==> config.mk <==
export PLATFORM = sky130hd
export DESIGN_NAME = bram_stream_reader
export DESIGN_NICKNAME = d
export VERILOG_FILES = /design/src/rtl/bram_stream_reader.sv
export SDC_FILE = /design/constraint.sdc
export NUM_CORES = 1
export LEC_CHECK = 0
export BUFFER_PORTS_ARGS = -buffer_cell sky130_fd_sc_hd__buf_2
export CORE_MARGIN = 2
export CORE_UTILIZATION = 56
export DETAILED_ROUTE_END_ITERATION = 10
export PLACE_DENSITY = 0.8
export SETUP_SLACK_MARGIN = 0.05
export SLEW_MARGIN = 20
export SYNTH_ARGS = -nofsm -noshare
export SYNTH_HDL_FRONTEND = slang
export SYNTH_SLANG_ARGS = --single-unit
==> constraint.sdc <==
create_clock -name clk_100 -period 2.6 [get_ports clk_100]
set_input_delay 0.26 -clock clk_100 [delete_from_list [all_inputs] [get_ports clk_100]]
set_output_delay 0.26 -clock clk_100 [all_outputs]
set_load 0.005 [all_outputs]
==> src/rtl/bram_stream_reader.sv <==
// Drains a length-prefixed tile codestream from a 32-bit BRAM and emits it as a
// valid/ready byte stream, most significant byte of each word first.
module bram_stream_reader #(
  parameter int ADDR_W    = 16,
  parameter int BASE_ADDR = 0,
  parameter int MAX_BYTES = 65532
) (
  input  logic              clk_100,
  input  logic              rst,
  input  logic              tile_start,
  output logic              bram_en,
  output logic [ADDR_W-1:0] bram_addr,
  input  logic [31:0]       bram_dout,
  output logic [7:0]        byte_data,
  output logic              byte_valid,
  input  logic              byte_ready,
  output logic              busy,
  output logic              tile_done,
  output logic              len_err,
  output logic [15:0]       tile_count
);

  typedef enum logic [2:0] {
    IDLE, LEN_RD, LEN_WAIT, WORD_RD, WORD_WAIT, SEND, DONE
  } state_t;

  localparam logic [31:0]       MAX_LEN   = MAX_BYTES;
  localparam logic [ADDR_W-1:0] HDR_ADDR  = ADDR_W'(BASE_ADDR);
  localparam logic [ADDR_W-1:0] DATA_ADDR = ADDR_W'(BASE_ADDR + 1);

  state_t      r_state;
  state_t      w_state_next;
  logic [17:0] r_remaining;
  logic [15:0] r_word_idx;
  logic [1:0]  r_byte_sel;
  logic [31:0] r_word;
  logic        r_len_err;
  logic [15:0] r_tile_count;

  logic [17:0]       w_len;
  logic              w_len_bad;
  logic              w_xfer;
  logic              w_last_byte;
  logic [ADDR_W-1:0] w_word_addr;

  assign w_len       = bram_dout[17:0];
  assign w_len_bad   = {14'd0, w_len} > MAX_LEN;
  assign w_xfer      = (r_state == SEND) && byte_ready;
  assign w_last_byte = (r_remaining == 18'd1);
  assign w_word_addr = DATA_ADDR + ADDR_W'(r_word_idx);

  assign len_err    = r_len_err;
  assign tile_count = r_tile_count;

  always_ff @(posedge clk_100 or negedge rst) begin
    if (!rst) begin
      r_state <= IDLE;
    end else begin
      r_state <= w_state_next;
    end
  end

  always_comb begin
    w_state_next = r_state;
    case (r_state)
      IDLE:      if (tile_start) w_state_next = LEN_RD;
      LEN_RD:    w_state_next = LEN_WAIT;
      LEN_WAIT: begin
        if (w_len == 18'd0 || w_len_bad) begin
          w_state_next = DONE;
        end else begin
          w_state_next = WORD_RD;
        end
      end
      WORD_RD:   w_state_next = WORD_WAIT;
      WORD_WAIT: w_state_next = SEND;
      SEND: begin
        // A short final word ends here too: its low bytes are never presented.
        if (w_xfer) begin
          if (w_last_byte) begin
            w_state_next = DONE;
          end else if (r_byte_sel == 2'd3) begin
            w_state_next = WORD_RD;
          end
        end
      end
      DONE:      w_state_next = IDLE;
      default:   w_state_next = IDLE;
    endcase
  end

  always_comb begin
    bram_en    = 1'b0;
    bram_addr  = '0;
    byte_valid = 1'b0;
    byte_data  = 8'd0;
    busy       = 1'b0;
    tile_done  = 1'b0;
    case (r_state)
      LEN_RD: begin
        bram_en   = 1'b1;
        bram_addr = HDR_ADDR;
        busy      = 1'b1;
      end
      LEN_WAIT:  busy = 1'b1;
      WORD_RD: begin
        bram_en   = 1'b1;
        bram_addr = w_word_addr;
        busy      = 1'b1;
      end
      WORD_WAIT: busy = 1'b1;
      SEND: begin
        byte_valid = 1'b1;
        busy       = 1'b1;
        case (r_byte_sel)
          2'd0:    byte_data = r_word[31:24];
          2'd1:    byte_data = r_word[23:16];
          2'd2:    byte_data = r_word[15:8];
          default: byte_data = r_word[7:0];
        endcase
      end
      DONE:      tile_done = 1'b1;
      default:   ;
    endcase
  end

  always_ff @(posedge clk_100 or negedge rst) begin
    if (!rst) begin
      r_remaining  <= '0;
      r_word_idx   <= '0;
      r_byte_sel   <= '0;
      r_word       <= '0;
      r_len_err    <= 1'b0;
      r_tile_count <= '0;
    end else begin
      case (r_state)
        IDLE: begin
          if (tile_start) begin
            r_remaining <= '0;
            r_word_idx  <= '0;
            r_byte_sel  <= '0;
          end
        end
        LEN_WAIT: begin
          r_remaining <= w_len;
          if (w_len_bad) r_len_err <= 1'b1;
        end
        WORD_WAIT: begin
          r_word     <= bram_dout;
          r_byte_sel <= 2'd0;
        end
        SEND: begin
          if (w_xfer) begin
            r_remaining <= r_remaining - 18'd1;
            r_byte_sel  <= r_byte_sel + 2'd1;
            if (r_byte_sel == 2'd3) r_word_idx <= r_word_idx + 16'd1;
          end
        end
        DONE:    r_tile_count <= r_tile_count + 16'd1;
        default: ;
      endcase
    end
  end

endmodule

---- After elaboration in Yosys (flattened, before gate mapping) ----
Index checks and enable logic that the tools add are counted.
word-level totals
  bits in registers ....................... 88
  output and inout port bits .............. 45
  input bits .............................. 36
  word-level logic and storage cells ...... 64
operators by class
  reduce and logical (&&, ||, !) cells .... 15
  $lt $le $gt $ge ......................... 1
  muxes and demuxes ....................... 23
  $add $sub $neg .......................... 4
  equality and inequality tests ........... 14
operators by type and width
  kind                                                   number
  2-to-1 mux 16 bit                                      4
  one-hot mux 18 bit (3 select lines)                    1
  2-to-1 mux 18 bit                                      2
  adder 16 x 1 -> 16 bit (second input constant)         2
  one-hot mux 16 bit (2 select lines)                    1
  one-hot mux 8 bit (3 select lines)                     1
  equality test 18 x 1 -> 1 bit (second input constant)  1
  > comparator 18 x 16 -> 1 bit (second input constant)  1
  logical NOT 18 bit                                     1
  one-hot mux 3 bit (6 select lines)                     1
  subtractor 18 x 1 -> 18 bit (second input constant)    1
  2-to-1 mux 3 bit                                       5
  equality test 3 bit (second input constant)            3
  AND reduction 3 bit                                    3
  2-to-1 mux 8 bit                                       1
  equality test 3 x 2 -> 1 bit (second input constant)   2
  one-hot mux 2 bit (3 select lines)                     1
  nonzero test 3 bit                                     2
  OR reduction 5 bit                                     1
  equality test 2 bit (second input constant)            2
  2-to-1 mux 1 bit                                       4
  2-to-1 mux 2 bit                                       2
  != test 2 bit (second input constant)                  2
  AND reduction 4 bit                                    1
  other kinds (12)                                       12

---- Longest topological paths before layout ----
Gate-level depths: netlist of run 1.
  word-level depth ........................ 5
  depth in mapped cells ................... 8
  depth with buffers taken out ............ 7

---- Worst setup path before layout of run 1 ----
OpenSTA, ideal clock, no wires.
  path type ............................... reg2reg
  start point ............................. register r_remaining[5]
  end point ............................... register r_state[0]
  clock period less this slack ............ 2.176 ns
  stages on the path, launching flop included .. 8
  data required time ...................... 2.469 ns
  library setup time ...................... 0.131 ns
  path slack .............................. 0.424 ns
  buffers on the path ..................... 2
  data arrival time ....................... 2.044 ns
  cells stage by stage .................... dfrtp_1 > or3_1 > buf_6 > or4_4 > buf_6 > nor4_4 > nor3_1 > or3_1
between the ends
  longest elaborated chain between the ends .. 4
  elaborated cells on any way between the ends .. 6
  classes of those cells .................. eq/ne (2); mux (3); reduce/logical (1)
RTL lines
  item                                line  RTL
  start, declared                     33    logic [17:0] r_remaining;
  start signal, assigned              145   r_remaining <= w_len;
  start signal, assigned              154   r_remaining <= r_remaining - 18'd1;
  equality test 18 x 1 -> 1 bit *     49    assign w_last_byte = (r_remaining == 18'd1);
  2-to-1 mux 3 bit                    80    if (w_last_byte) begin
  2-to-1 mux 3 bit                    79    if (w_xfer) begin
  one-hot mux 3 bit (6 select lines)  65    case (r_state)
  end signal, assigned                59    r_state <= w_state_next;
  end, declared                       31    state_t r_state;
Every way passes the cells marked *; elsewhere a longest branch is shown, timed or not. The select of a mux whose other input is x is not followed.
A chain may end at the register's enable or synchronous reset.

---- Worst setup path after layout of run 1 ----
  start point ............................. register r_word_idx[0]
  end point ............................... output bram_addr[12]
between the ends
  longest elaborated chain between the ends .. 2
RTL lines
  item                    line  RTL
  start, declared         34    logic [15:0] r_word_idx;
  start signal, assigned  156   if (r_byte_sel == 2'd3) r_word_idx <= r_word_idx + 16'd1;
  adder 16 x 1 -> 16 bit  50    assign w_word_addr = DATA_ADDR + ADDR_W'(r_word_idx);
  2-to-1 mux 16 bit       99    case (r_state)
  end, declared           12    output logic [ADDR_W-1:0] bram_addr,
No other way between the ends.

==> results of run 1 <==
==> path summary, 6_finish.rpt <==
kind | endpoint | slack [ns] | cells after the start | start
min reg2reg | len_err | 0.46 | 1 | len_err
min in group asynchronous | tile_count[14] | 0.47 | 2 | rst
min | r_word[19] | 0.11 | 2 | bram_dout[19]
max reg2reg | r_state[0] | 0.30 | 5 | r_remaining[5]
max in group asynchronous | r_word[1] | 1.48 | 3 | rst
max | bram_addr[12] | 0.26 | 7 | r_word_idx[0]
==> worst max-delay path, cell delays in order, from the launching register on <==
cell                      delay, ns
sky130_fd_sc_hd__dfrtp_1       0.44
sky130_fd_sc_hd__ha_1          0.25
sky130_fd_sc_hd__nand3_1       0.26
sky130_fd_sc_hd__nor2_4        0.28
sky130_fd_sc_hd__nand2_1       0.11
sky130_fd_sc_hd__xor2_1        0.15
sky130_fd_sc_hd__nor2_1        0.10
sky130_fd_sc_hd__buf_2         0.13
==> layout make-up <==
cell class / instances / area, sq um / area share (%)
Timing Repair Buffer: 89 / 485 / 8.91
Multi-Input combinational cell: 362 / 2360 / 43.3
Sequential cell: 88 / 2200 / 40.4
Tap cell: 105 / 131 / 2.41
Clock inverter: 4 / 77.6 / 1.42
Inverter: 11 / 41.3 / 0.758
Clock buffer: 11 / 151 / 2.78
==> per-layer routing <==
metal,up-vias,share of wire (%)
met5,-,0
met4,0,1.9
met3,22,7.1
met2,150,48
met1,2007,43
li1,1924,-
==> logic make-up (layout without fill, tap and decap cells) <==
logic type | Yosys count | count (layout)
xor+xnor | 29 | 29
flops | 88 | 88
buf+inv | 44 | 115
fa+ha+maj | 8 | 8
mux | 33 | 33
compound gates | 121 | 121
simple gates | 171 | 171
==> placed cells by master, fill, tap and decap left out, types with 3 or more instances in the layout <==
| cell type | count |
|---|---|
| sky130_fd_sc_hd__dfrtp_1 | 88 |
| sky130_fd_sc_hd__buf_2 | 79 |
| sky130_fd_sc_hd__nor2_1 | 62 |
| sky130_fd_sc_hd__o21ai_1 | 41 |
| sky130_fd_sc_hd__mux2_1 | 33 |
| sky130_fd_sc_hd__nand2_1 | 32 |
| sky130_fd_sc_hd__a21oi_1 | 27 |
| sky130_fd_sc_hd__nand3_1 | 18 |
| sky130_fd_sc_hd__xor2_1 | 15 |
| sky130_fd_sc_hd__xnor2_1 | 14 |
| sky130_fd_sc_hd__and3_1 | 13 |
| sky130_fd_sc_hd__clkbuf_8 | 11 |
| sky130_fd_sc_hd__nor4_1 | 10 |
| sky130_fd_sc_hd__o31ai_1 | 9 |
| sky130_fd_sc_hd__nor3_1 | 8 |
| sky130_fd_sc_hd__a222oi_1 | 8 |
| sky130_fd_sc_hd__a31oi_1 | 8 |
| sky130_fd_sc_hd__ha_1 | 8 |
| sky130_fd_sc_hd__buf_4 | 8 |
| sky130_fd_sc_hd__inv_1 | 7 |
| sky130_fd_sc_hd__nand4_1 | 6 |
| sky130_fd_sc_hd__or3_1 | 4 |
| sky130_fd_sc_hd__a221o_1 | 4 |
| sky130_fd_sc_hd__inv_2 | 3 |
| sky130_fd_sc_hd__a22oi_1 | 3 |
| sky130_fd_sc_hd__and2_1 | 3 |
| sky130_fd_sc_hd__a32oi_1 | 3 |
| sky130_fd_sc_hd__o22ai_1 | 3 |
==> power by group <==
| part | switching (mW) | total, mW | internal (mW) |
|---|---|---|---|
| combinational | 1.37 | 2.29 | 0.917 |
| sequential | 0.332 | 2.13 | 1.80 |
| clock | 0.497 | 1.09 | 0.592 |
| total | 2.20 | 5.51 | 3.31 |
==> what timing repair did <==
item	in CTS	in global routing
endpoints found under the setup margin	0	4
hold buffers	1	0
gates resized for setup	0	2
endpoints found under the hold margin	51	0
==> flip-flops by register name (all words and copies together) (netlist names) <==
name,flops
tile_count,16
r_state,3
len_err,1
r_byte_sel,2
r_remaining,18
r_word,32
r_word_idx,16
==> stage by stage <==
| step | area (sq um) | setup WS [ns] |
|---|---|---|
| global route | 5450 | 0.0795 |
| detailed placement | 5200 | 0.332 |
| floorplan | 4730 | 0.424 |
| CTS | 5440 | 0.0532 |
| finish | 5450 | 0.259 |
| global placement | 5200 | 0.399 |
==> flow_metrics.py, run 1 <==
metrics = {
    "status": {
        "run_status": "finished, final reports clean",
    },
    "global_routing": {
        "busiest_layer": "met2",
        "maximum_number_of_pins_on_one_net_before_global_route_repair": 53,
        "grt_antenna_before_repair": 0,
        "met3_usage_pct": 7.67,
        "use_met1_pct": 36.0,
        "grt_use_met2_pct": 41.3,
        "gr-usage-all-layers_pct": 26.5,
        "grt_first_pass_wirelength_mm": 18.7,
        "grt_overflow_total": 0,
        "grt_pass1_vias": 3824,
    },
    "detailed_routing": {
        "drt-initial-drc-count": 300,
        "drt.antenna.violating_nets": 0,
        "drc": 0,
        "detailroute.via_count": 4103,
        "wire_per_inst_microns": 17.3,
        "detail_route.wirelength_mm": 11.6,
        "firstDrtPassIters": 5,
        "avgViaCountPerCell": 6.12,
    },
    "floorplan": {
        "chipHeight_microns": 95.9,
        "initial_utilization_pct": 57.5,
        "die-area_sq_um": 9190,
        "ioPinCount": 81,
        "core_area_sq_um": 8220,
        "rows": 33,
        "die_w_microns": 95.9,
    },
    "pwr": {
        "power_mw": 5.51,
        "leakage_power_nw": 2.52,
        "power_density_nw_per_um2": 1010,
        "ir_worst_vdd_mv": 0.468,
    },
    "cells_and_area": {
        "post-route-util_pct": 66.3,
        "instances_no_fill": 670,
        "drive_gt1_share_pct": 20.2,
        "flow.area_growth_from_synthesis_pct": 15.3,
        "fin_nets": 605,
        "num-fill-cells": 636,
        "insertedDiodeCount": 0,
    },
    "sta": {
        "worst_hold_slack_ns": 0.113,
        "timing.final.crit_share_pct": 90.0,
        "worstMarginPinSlew_ns": 0.684,
        "grt_setup_unrepaired": "false",
        "final_max_slew_viol_count": 0,
        "fin_crit_ns": 2.34,
        "fmax_mhz": 427,
        "finClkSkew_ns": 0.00939,
        "final_hold_viol_count": 0,
        "totalNegativeSetupSlack_ns": 0,
        "max_slew_margin_pct": 53.8,
        "finalSetupViolations": 0,
    },
    "synth": {
        "synth_top_family_by_area": "simple AND/OR/NAND/NOR gates",
        "synth_xor_area_share_pct": 5.37,
        "synth-simple-area-share_pct": 17.8,
        "muxShareOfSynthArea_pct": 7.86,
        "synth_compound_gate_area_share_pct": 16.4,
        "arithmetic_cell_share_of_the_synthesized_area_counting_full_adders_half_adders_and_majority_gates_pct": 2.12,
        "synth_largest_area_cell": "sky130_fd_sc_hd__dfrtp_1",
        "synth_flop_cell": "sky130_fd_sc_hd__dfrtp_1",
        "synth.cell_area_sq_um": 4730,
        "syn-num-nets": 538,
        "post-synth-top-area-fraction_pct": 46.6,
        "synthesis.area_per_instance_sq_um": 9.57,
        "asyncSetResetFlopFracSynth_pct": 100,
        "ys_ff_latch": 88,
        "post_synth_main_area_contributors": "sky130_fd_sc_hd__dfrtp_1, sky130_fd_sc_hd__mux2_1, sky130_fd_sc_hd__nor2_1, sky130_fd_sc_hd__o21ai_1, sky130_fd_sc_hd__a21oi_1",
        "synth-seq-area-share_pct": 46.6,
        "syn-instance-count": 494,
        "synth_edf_count": 0,
        "yosys_warnings": 0,
        "synth.top_cells.by_count": "sky130_fd_sc_hd__dfrtp_1, sky130_fd_sc_hd__nor2_1, sky130_fd_sc_hd__o21ai_1",
        "synthMostInstantiatedCell": "sky130_fd_sc_hd__dfrtp_1",
        "yosysUniqueCellTypes": 54,
    },
    "placement": {
        "finalWeightedCongestion": 0.910,
        "hpwlAfterDp_mm": 8.11,
        "dp_cells": 654,
        "port-buffer-count": 80,
    },
    "clock_tree": {
        "path_clk_slew_ns": 0.09,
        "tritoncts": "yes",
        "cts_max_level": 3,
        "clock_path_buffers": 2,
        "post-cts-setup-buffers": 0,
        "worstSkewPairLatency_ns": 0.36,
        "tritoncts.num_buffers": 9,
        "clock-root-buffer": "sky130_fd_sc_hd__clkbuf_8",
        "cts_num_sinks": 88,
    },
    "worst_hold_path": {
        "hp-class": "input port to flip-flop",
    },
    "critical_path": {
        "setup.worst_path.start_class": "flip-flop",
        "timing.critical_path.required_ns": 2.34,
        "timing.critical_path.fanout_max": 8,
        "cp-end-kind": "primary output",
        "arrival_ns": 2.08,
        "path_class": "flip-flop to primary output",
    },
    "flow_run": {
        "timing.max_cap.violations": 0,
    },
}
Note: power is estimated with default switching activity, not from simulation.
==> inputs of run 2 (changes only) <==
--- a/config.mk
+++ b/config.mk
@@ -9,7 +9,7 @@
 export CORE_MARGIN = 2
 export CORE_UTILIZATION = 56
 export DETAILED_ROUTE_END_ITERATION = 10
-export PLACE_DENSITY = 0.8
+export PLACE_DENSITY_LB_ADDON = 0.2
 export SETUP_SLACK_MARGIN = 0.05
 export SLEW_MARGIN = 20
 export SYNTH_ARGS = -nofsm -noshare
==> run 2 against run 1 <==
Against the previous run: worst setup slack gained 0.0065 ns; sequential power about the same; die area unchanged; cell count grew 0.30%; critical path type unchanged; critical endpoint is now byte_data[6]; largest cell class unchanged.
==> flow_metrics.py, run 2 (synthesized netlist as in run 1, its figures left out) <==
metrics = {
    "status": {
        "run_status": "finished, final reports clean",
    },
    "cells_and_area": {
        "flow.area_growth_from_synthesis_pct": 15.5,
        "layout_common_cells": "sky130_fd_sc_hd__dfrtp_1, sky130_fd_sc_hd__buf_2, sky130_fd_sc_hd__nor2_1",
        "largest_register_ffs": 32,
        "regMostFlops": "r_word",
        "layout_top_registers": "r_word x32, r_remaining x18",
        "insertedDiodeCount": 0,
        "fin_nets": 606,
        "instances_no_fill": 672,
        "drive_gt1_share_pct": 20.5,
        "post-route-util_pct": 66.4,
        "commonest_non_fill_non_tap_cell_in_the_layout": "sky130_fd_sc_hd__dfrtp_1",
    },
    "sta": {
        "timing.final.crit_share_pct": 89.8,
        "worstMarginPinSlew_ns": 0.679,
        "totalNegativeSetupSlack_ns": 0,
        "finalSetupViolations": 0,
        "grt_setup_unrepaired": "false",
        "fmax_mhz": 428,
        "fin_crit_ns": 2.33,
        "final_hold_viol_count": 0,
        "finClkSkew_ns": 0.0123,
        "final_max_slew_viol_count": 0,
        "max_slew_margin_pct": 54.7,
    },
    "floorplan": {
        "die-area_sq_um": 9190,
        "rows": 33,
        "core_area_sq_um": 8220,
        "chipHeight_microns": 95.9,
        "initial_utilization_pct": 57.5,
        "die_w_microns": 95.9,
        "ioPinCount": 81,
    },
    "global_routing": {
        "grt_pass1_vias": 3782,
        "gr-usage-all-layers_pct": 25.3,
        "grt_antenna_before_repair": 0,
        "maximum_number_of_pins_on_one_net_before_global_route_repair": 52,
        "grt_first_pass_wirelength_mm": 18.1,
        "grt_overflow_total": 0,
    },
    "clock_tree": {
        "tritoncts": "yes",
        "cts_max_level": 3,
        "worstSkewPairLatency_ns": 0.35,
        "clock_path_buffers": 2,
        "clock-root-buffer": "sky130_fd_sc_hd__clkbuf_8",
        "tritoncts.num_buffers": 9,
        "cts_num_sinks": 88,
        "post-cts-setup-buffers": 0,
        "path_clk_slew_ns": 0.09,
    },
    "detailed_routing": {
        "detail_route.wirelength_mm": 11.0,
        "drt-initial-drc-count": 238,
        "detailroute.via_count": 4088,
        "avgViaCountPerCell": 6.08,
        "drc": 0,
        "wire_per_inst_microns": 16.4,
        "firstDrtPassIters": 5,
        "drt.antenna.violating_nets": 0,
    },
    "worst_hold_path": {
        "hp-class": "input port to flip-flop",
    },
    "critical_path": {
        "timing.critical_path.fanout_max": 8,
        "timing.critical_path.required_ns": 2.34,
        "slowest_stage": "sky130_fd_sc_hd__dfrtp_1",
        "cp-end-kind": "primary output",
        "path_depth": 7,
        "worstReg2RegStart": "r_remaining[5]",
        "critPathTopFamily": "compound AO/OA/AOI/OAI gates",
        "crit_buf_inv": 2,
        "critPathCapture": "byte_data[6]",
        "setup.worst_path.start_class": "flip-flop",
        "path_class": "flip-flop to primary output",
        "critical_path.reg2reg.endpoint": "r_state[0]",
        "arrival_ns": 2.07,
        "crit_path_start": "r_byte_sel[0]",
        "worst-r2r-setup-slack_ns": 0.35,
        "crit_chain": "inv_1 > ha_1 > a222oi_1 > nor2_1 > a21oi_1 > nor2_1 > buf_2",
        "cpMostUsedCell": "sky130_fd_sc_hd__nor2_1",
        "r2r_cells": 5,
        "critical-path-max-stage-delay_ns": 0.45,
    },
    "pwr": {
        "ir_worst_vdd_mv": 0.624,
        "power_density_nw_per_um2": 1000,
        "leakage_power_nw": 2.53,
    },
    "flow_run": {
        "timing.max_cap.violations": 0,
    },
    "placement": {
        "port-buffer-count": 80,
        "hpwlAfterDp_mm": 7.78,
        "dp_cells": 655,
        "finalWeightedCongestion": 0.872,
    },
}
[run 2: changes by cell type in the layout (fill, tap and decap cells not counted), sizes merged]
cell / delta
buf: +1
clkbuf: -1
clkinv: +1
inv: +1
[run 2: area by class of cell]
type                    instances  area, sq um
inverters                      11         41.3
fillers                       683         2760
repair buffers                 90          493
well taps                     105          131
flip-flops and latches         88         2200
clock inverters                 6         91.3
multi-input cells             362         2360
clock buffers                  10          138
[run 2: worst register-to-register path: stages, from the launching register on]
cell,delay (ns)
sky130_fd_sc_hd__dfrtp_1,0.42
sky130_fd_sc_hd__or3_1,0.51
sky130_fd_sc_hd__or4_4,0.60
sky130_fd_sc_hd__nor4_4,0.15
sky130_fd_sc_hd__nor3_1,0.07
sky130_fd_sc_hd__or3_1,0.37
[run 2: what timing repair did]
| action | CTS | global route |
|---|---|---|
| hold buffers | 1 | 0 |
| gates resized for setup | 0 | 2 |
| endpoints found under the hold margin | 50 | 0 |
| setup endpoints to repair | 0 | 4 |
[run 2: worst min path at each step]
stage / end / start / cells past startpoint / slack [ns]
after global placement: r_remaining[2] / rst / 1 / 0.33
after CTS: r_word[20] / bram_dout[20] / 2 / 0.11
after detailed placement: r_remaining[2] / rst / 1 / 0.34
final: r_word[22] / bram_dout[22] / 2 / 0.12
after global routing: r_word[26] / bram_dout[26] / 2 / 0.11
after floorplan: len_err / rst / 0 / -0.04
[run 2: where the power goes]
group,switching [mW],internal [mW],total [mW]
clock network,0.500,0.573,1.07
registers,0.342,1.80,2.14
logic,1.33,0.928,2.26
[run 2: per-stage QoR]
step	worst slack [ns]	cell area [sq um]	hold WS [ns]	power, mW
after floorplan	0.424	4730	-0.0356	3.83
after global placement	0.407	5210	0.331	4.31
after detailed placement	0.382	5210	0.340	4.41
after CTS	0.0779	5450	0.113	5.50
after global routing	0.0941	5460	0.106	5.89
final	0.266	5460	0.123	5.47
[run 2: metal layers]
layer	vias to the layer above	GRT usage, %	share of wire (%)
li1	1925	-	-
met1	1997	36.0	45
met2	150	39.4	47
met3	16	4.78	7.0
met4	0	7.98	1.4
met5	-	0	0
==> inputs of run 3 (changes only) <==
--- a/config.mk
+++ b/config.mk
@@ -6,8 +6,9 @@
 export NUM_CORES = 1
 export LEC_CHECK = 0
 export BUFFER_PORTS_ARGS = -buffer_cell sky130_fd_sc_hd__buf_2
+export CAP_MARGIN = 30
 export CORE_MARGIN = 2
-export CORE_UTILIZATION = 56
+export CORE_UTILIZATION = 55
 export DETAILED_ROUTE_END_ITERATION = 10
 export PLACE_DENSITY_LB_ADDON = 0.2
 export SETUP_SLACK_MARGIN = 0.05
==> run 3 against run 2 <==
Against the previous run: cell count is the same; worst setup slack lost 0.0035 ns; global-route usage is 0.65 points lower; largest power group unchanged; critical path type unchanged; routed wire length rose by 2.5%; clock power decreased by 6%; largest cell class unchanged.
==> flow_metrics.py, run 3 (synthesized netlist as in run 1, its figures left out) <==
metrics = {
    "pwr": {
        "ir_worst_vdd_mv": 0.517,
        "leakage_power_nw": 2.52,
        "seqPwrFrac_pct": 38.8,
        "netSwitchingFraction_pct": 40.9,
        "clockPowerShare_pct": 18.7,
        "power_density_nw_per_um2": 998,
        "comb_power_share_pct": 42.5,
        "internal_power_mw": 3.21,
        "switchingPower_mw": 2.22,
    },
    "placement": {
        "port-buffer-count": 80,
        "finalWeightedCongestion": 0.895,
        "placed_area_sq_um": 5210,
        "hpwlAfterDp_mm": 8.11,
        "dp_cells": 655,
    },
    "detailed_routing": {
        "avgViaCountPerCell": 6.06,
        "drt-initial-drc-count": 255,
        "wire_per_inst_microns": 16.8,
        "detail_route.wirelength_mm": 11.3,
        "drc": 0,
        "firstDrtPassIters": 5,
        "detailroute.via_count": 4074,
        "drt.antenna.violating_nets": 0,
    },
    "clock_tree": {
        "clock-root-buffer": "sky130_fd_sc_hd__clkbuf_8",
        "cts_num_sinks": 88,
        "worstSkewPairLatency_ns": 0.36,
        "path_clk_slew_ns": 0.09,
        "tritoncts.num_buffers": 9,
        "tritoncts": "yes",
        "post-cts-setup-buffers": 0,
        "cts_max_level": 3,
        "clock_path_buffers": 2,
    },
    "global_routing": {
        "grt_first_pass_wirelength_mm": 19.1,
        "maximum_number_of_pins_on_one_net_before_global_route_repair": 48,
        "gr-usage-all-layers_pct": 24.7,
        "grt_overflow_total": 0,
        "grt_antenna_before_repair": 0,
        "grt_pass1_vias": 3968,
    },
    "cells_and_area": {
        "instances_no_fill": 672,
        "num-fill-cells": 697,
        "layout_common_cells": "sky130_fd_sc_hd__dfrtp_1, sky130_fd_sc_hd__buf_2, sky130_fd_sc_hd__nor2_1",
        "insertedDiodeCount": 0,
        "commonest_non_fill_non_tap_cell_in_the_layout": "sky130_fd_sc_hd__dfrtp_1",
        "layout.cell_area.non_filler_sq_um": 5440,
        "multi_input_area_sq_um": 2360,
        "regMostFlops": "r_word",
        "fin_nets": 606,
        "drive_gt1_share_pct": 20.5,
        "flow.area_growth_from_synthesis_pct": 15.1,
        "sequential_cell_area_sq_um": 2200,
        "layout_top_registers": "r_word x32, r_remaining x18",
        "largest_register_ffs": 32,
    },
    "sta": {
        "grt_setup_unrepaired": "false",
        "finalSetupViolations": 0,
        "finClkSkew_ns": 0.0107,
        "worst_hold_slack_ns": 0.113,
        "fmax_mhz": 428,
        "final_hold_viol_count": 0,
        "worstMarginPinSlew_ns": 0.652,
        "totalNegativeSetupSlack_ns": 0,
        "fin_crit_ns": 2.34,
        "timing.final.crit_share_pct": 89.9,
        "max_slew_margin_pct": 56.5,
        "final_max_slew_viol_count": 0,
    },
    "critical_path": {
        "path_class": "flip-flop to primary output",
        "arrival_ns": 2.08,
        "cp-end-kind": "primary output",
        "timing.critical_path.required_ns": 2.34,
        "timing.critical_path.fanout_max": 8,
        "setup.worst_path.start_class": "flip-flop",
    },
    "status": {
        "run_status": "finished, final reports clean",
    },
    "floorplan": {
        "die-area_sq_um": 9350,
        "ioPinCount": 81,
        "chipHeight_microns": 96.7,
        "initial_utilization_pct": 57.2,
        "core_area_sq_um": 8260,
        "rows": 33,
        "die_w_microns": 96.7,
    },
    "worst_hold_path": {
        "hp-class": "input port to flip-flop",
    },
    "flow_run": {
        "timing.max_cap.violations": 0,
    },
}
run 3: power groups by stage:
stage	logic [mW]	registers [mW]	clock network, mW
floorplan	1.81	2.02	0
global placement	2.22	2.10	0
detailed placement	2.28	2.13	0
CTS	2.30	2.10	1.03
global route	2.56	2.16	1.09
finish	2.31	2.10	1.01
run 3: area by class of cell:
class / instances / share of cell area [%]
clock buffers: 10 / 2.53
clock inverters: 6 / 1.38
inverters: 11 / 0.759
multi-input cells: 362 / 43.4
flip-flops and latches: 88 / 40.5
well taps: 105 / 2.41
repair buffers: 90 / 9.06
run 3: path summary, 6_finish.rpt:
path / from / to / slack [ns] / cells past startpoint
min: bram_dout[26] / r_word[26] / 0.11 / 2
max: r_byte_sel[0] / byte_data[5] / 0.26 / 7
min in group asynchronous: rst / r_remaining[4] / 0.44 / 2
max reg2reg: r_remaining[5] / r_state[0] / 0.33 / 5
min reg2reg: len_err / len_err / 0.46 / 1
max in group asynchronous: rst / r_word_idx[11] / 1.50 / 3
run 3: timing repair:
action                                 4_1_cts  5_1_grt
endpoints found under the hold margin       46        0
resized for setup                            0        2
hold buffers                                 1        0
setup endpoints to repair                    0        4
run 3: worst max-delay path, cell delays in order (launching register included):
cell	delay, ns
sky130_fd_sc_hd__dfrtp_1	0.43
sky130_fd_sc_hd__inv_1	0.09
sky130_fd_sc_hd__ha_1	0.32
sky130_fd_sc_hd__a222oi_1	0.47
sky130_fd_sc_hd__nor2_1	0.09
sky130_fd_sc_hd__a21oi_1	0.14
sky130_fd_sc_hd__nor2_1	0.05
sky130_fd_sc_hd__buf_2	0.13
run 3: metrics by stage:
step           setup slack [ns]  power [mW]  util [%]
4_1_cts                  0.0533        5.43      65.8
2_1_floorplan             0.424        3.83         -
3_3_place_gp              0.405        4.33      63.1
3_5_place_dp              0.356        4.41      63.1
6_report                  0.262        5.43      65.9
5_1_grt                  0.0534        5.82      65.9
run 3: per-layer routing:
layer  global-route usage [%]  wire (microns)  up-vias
met2                     39.8            5470      130
met3                     4.84             660       18
met4                     7.91             170        0
met1                     33.8            4980     1987
met5                        0               0        -
li1                         -               -     1939
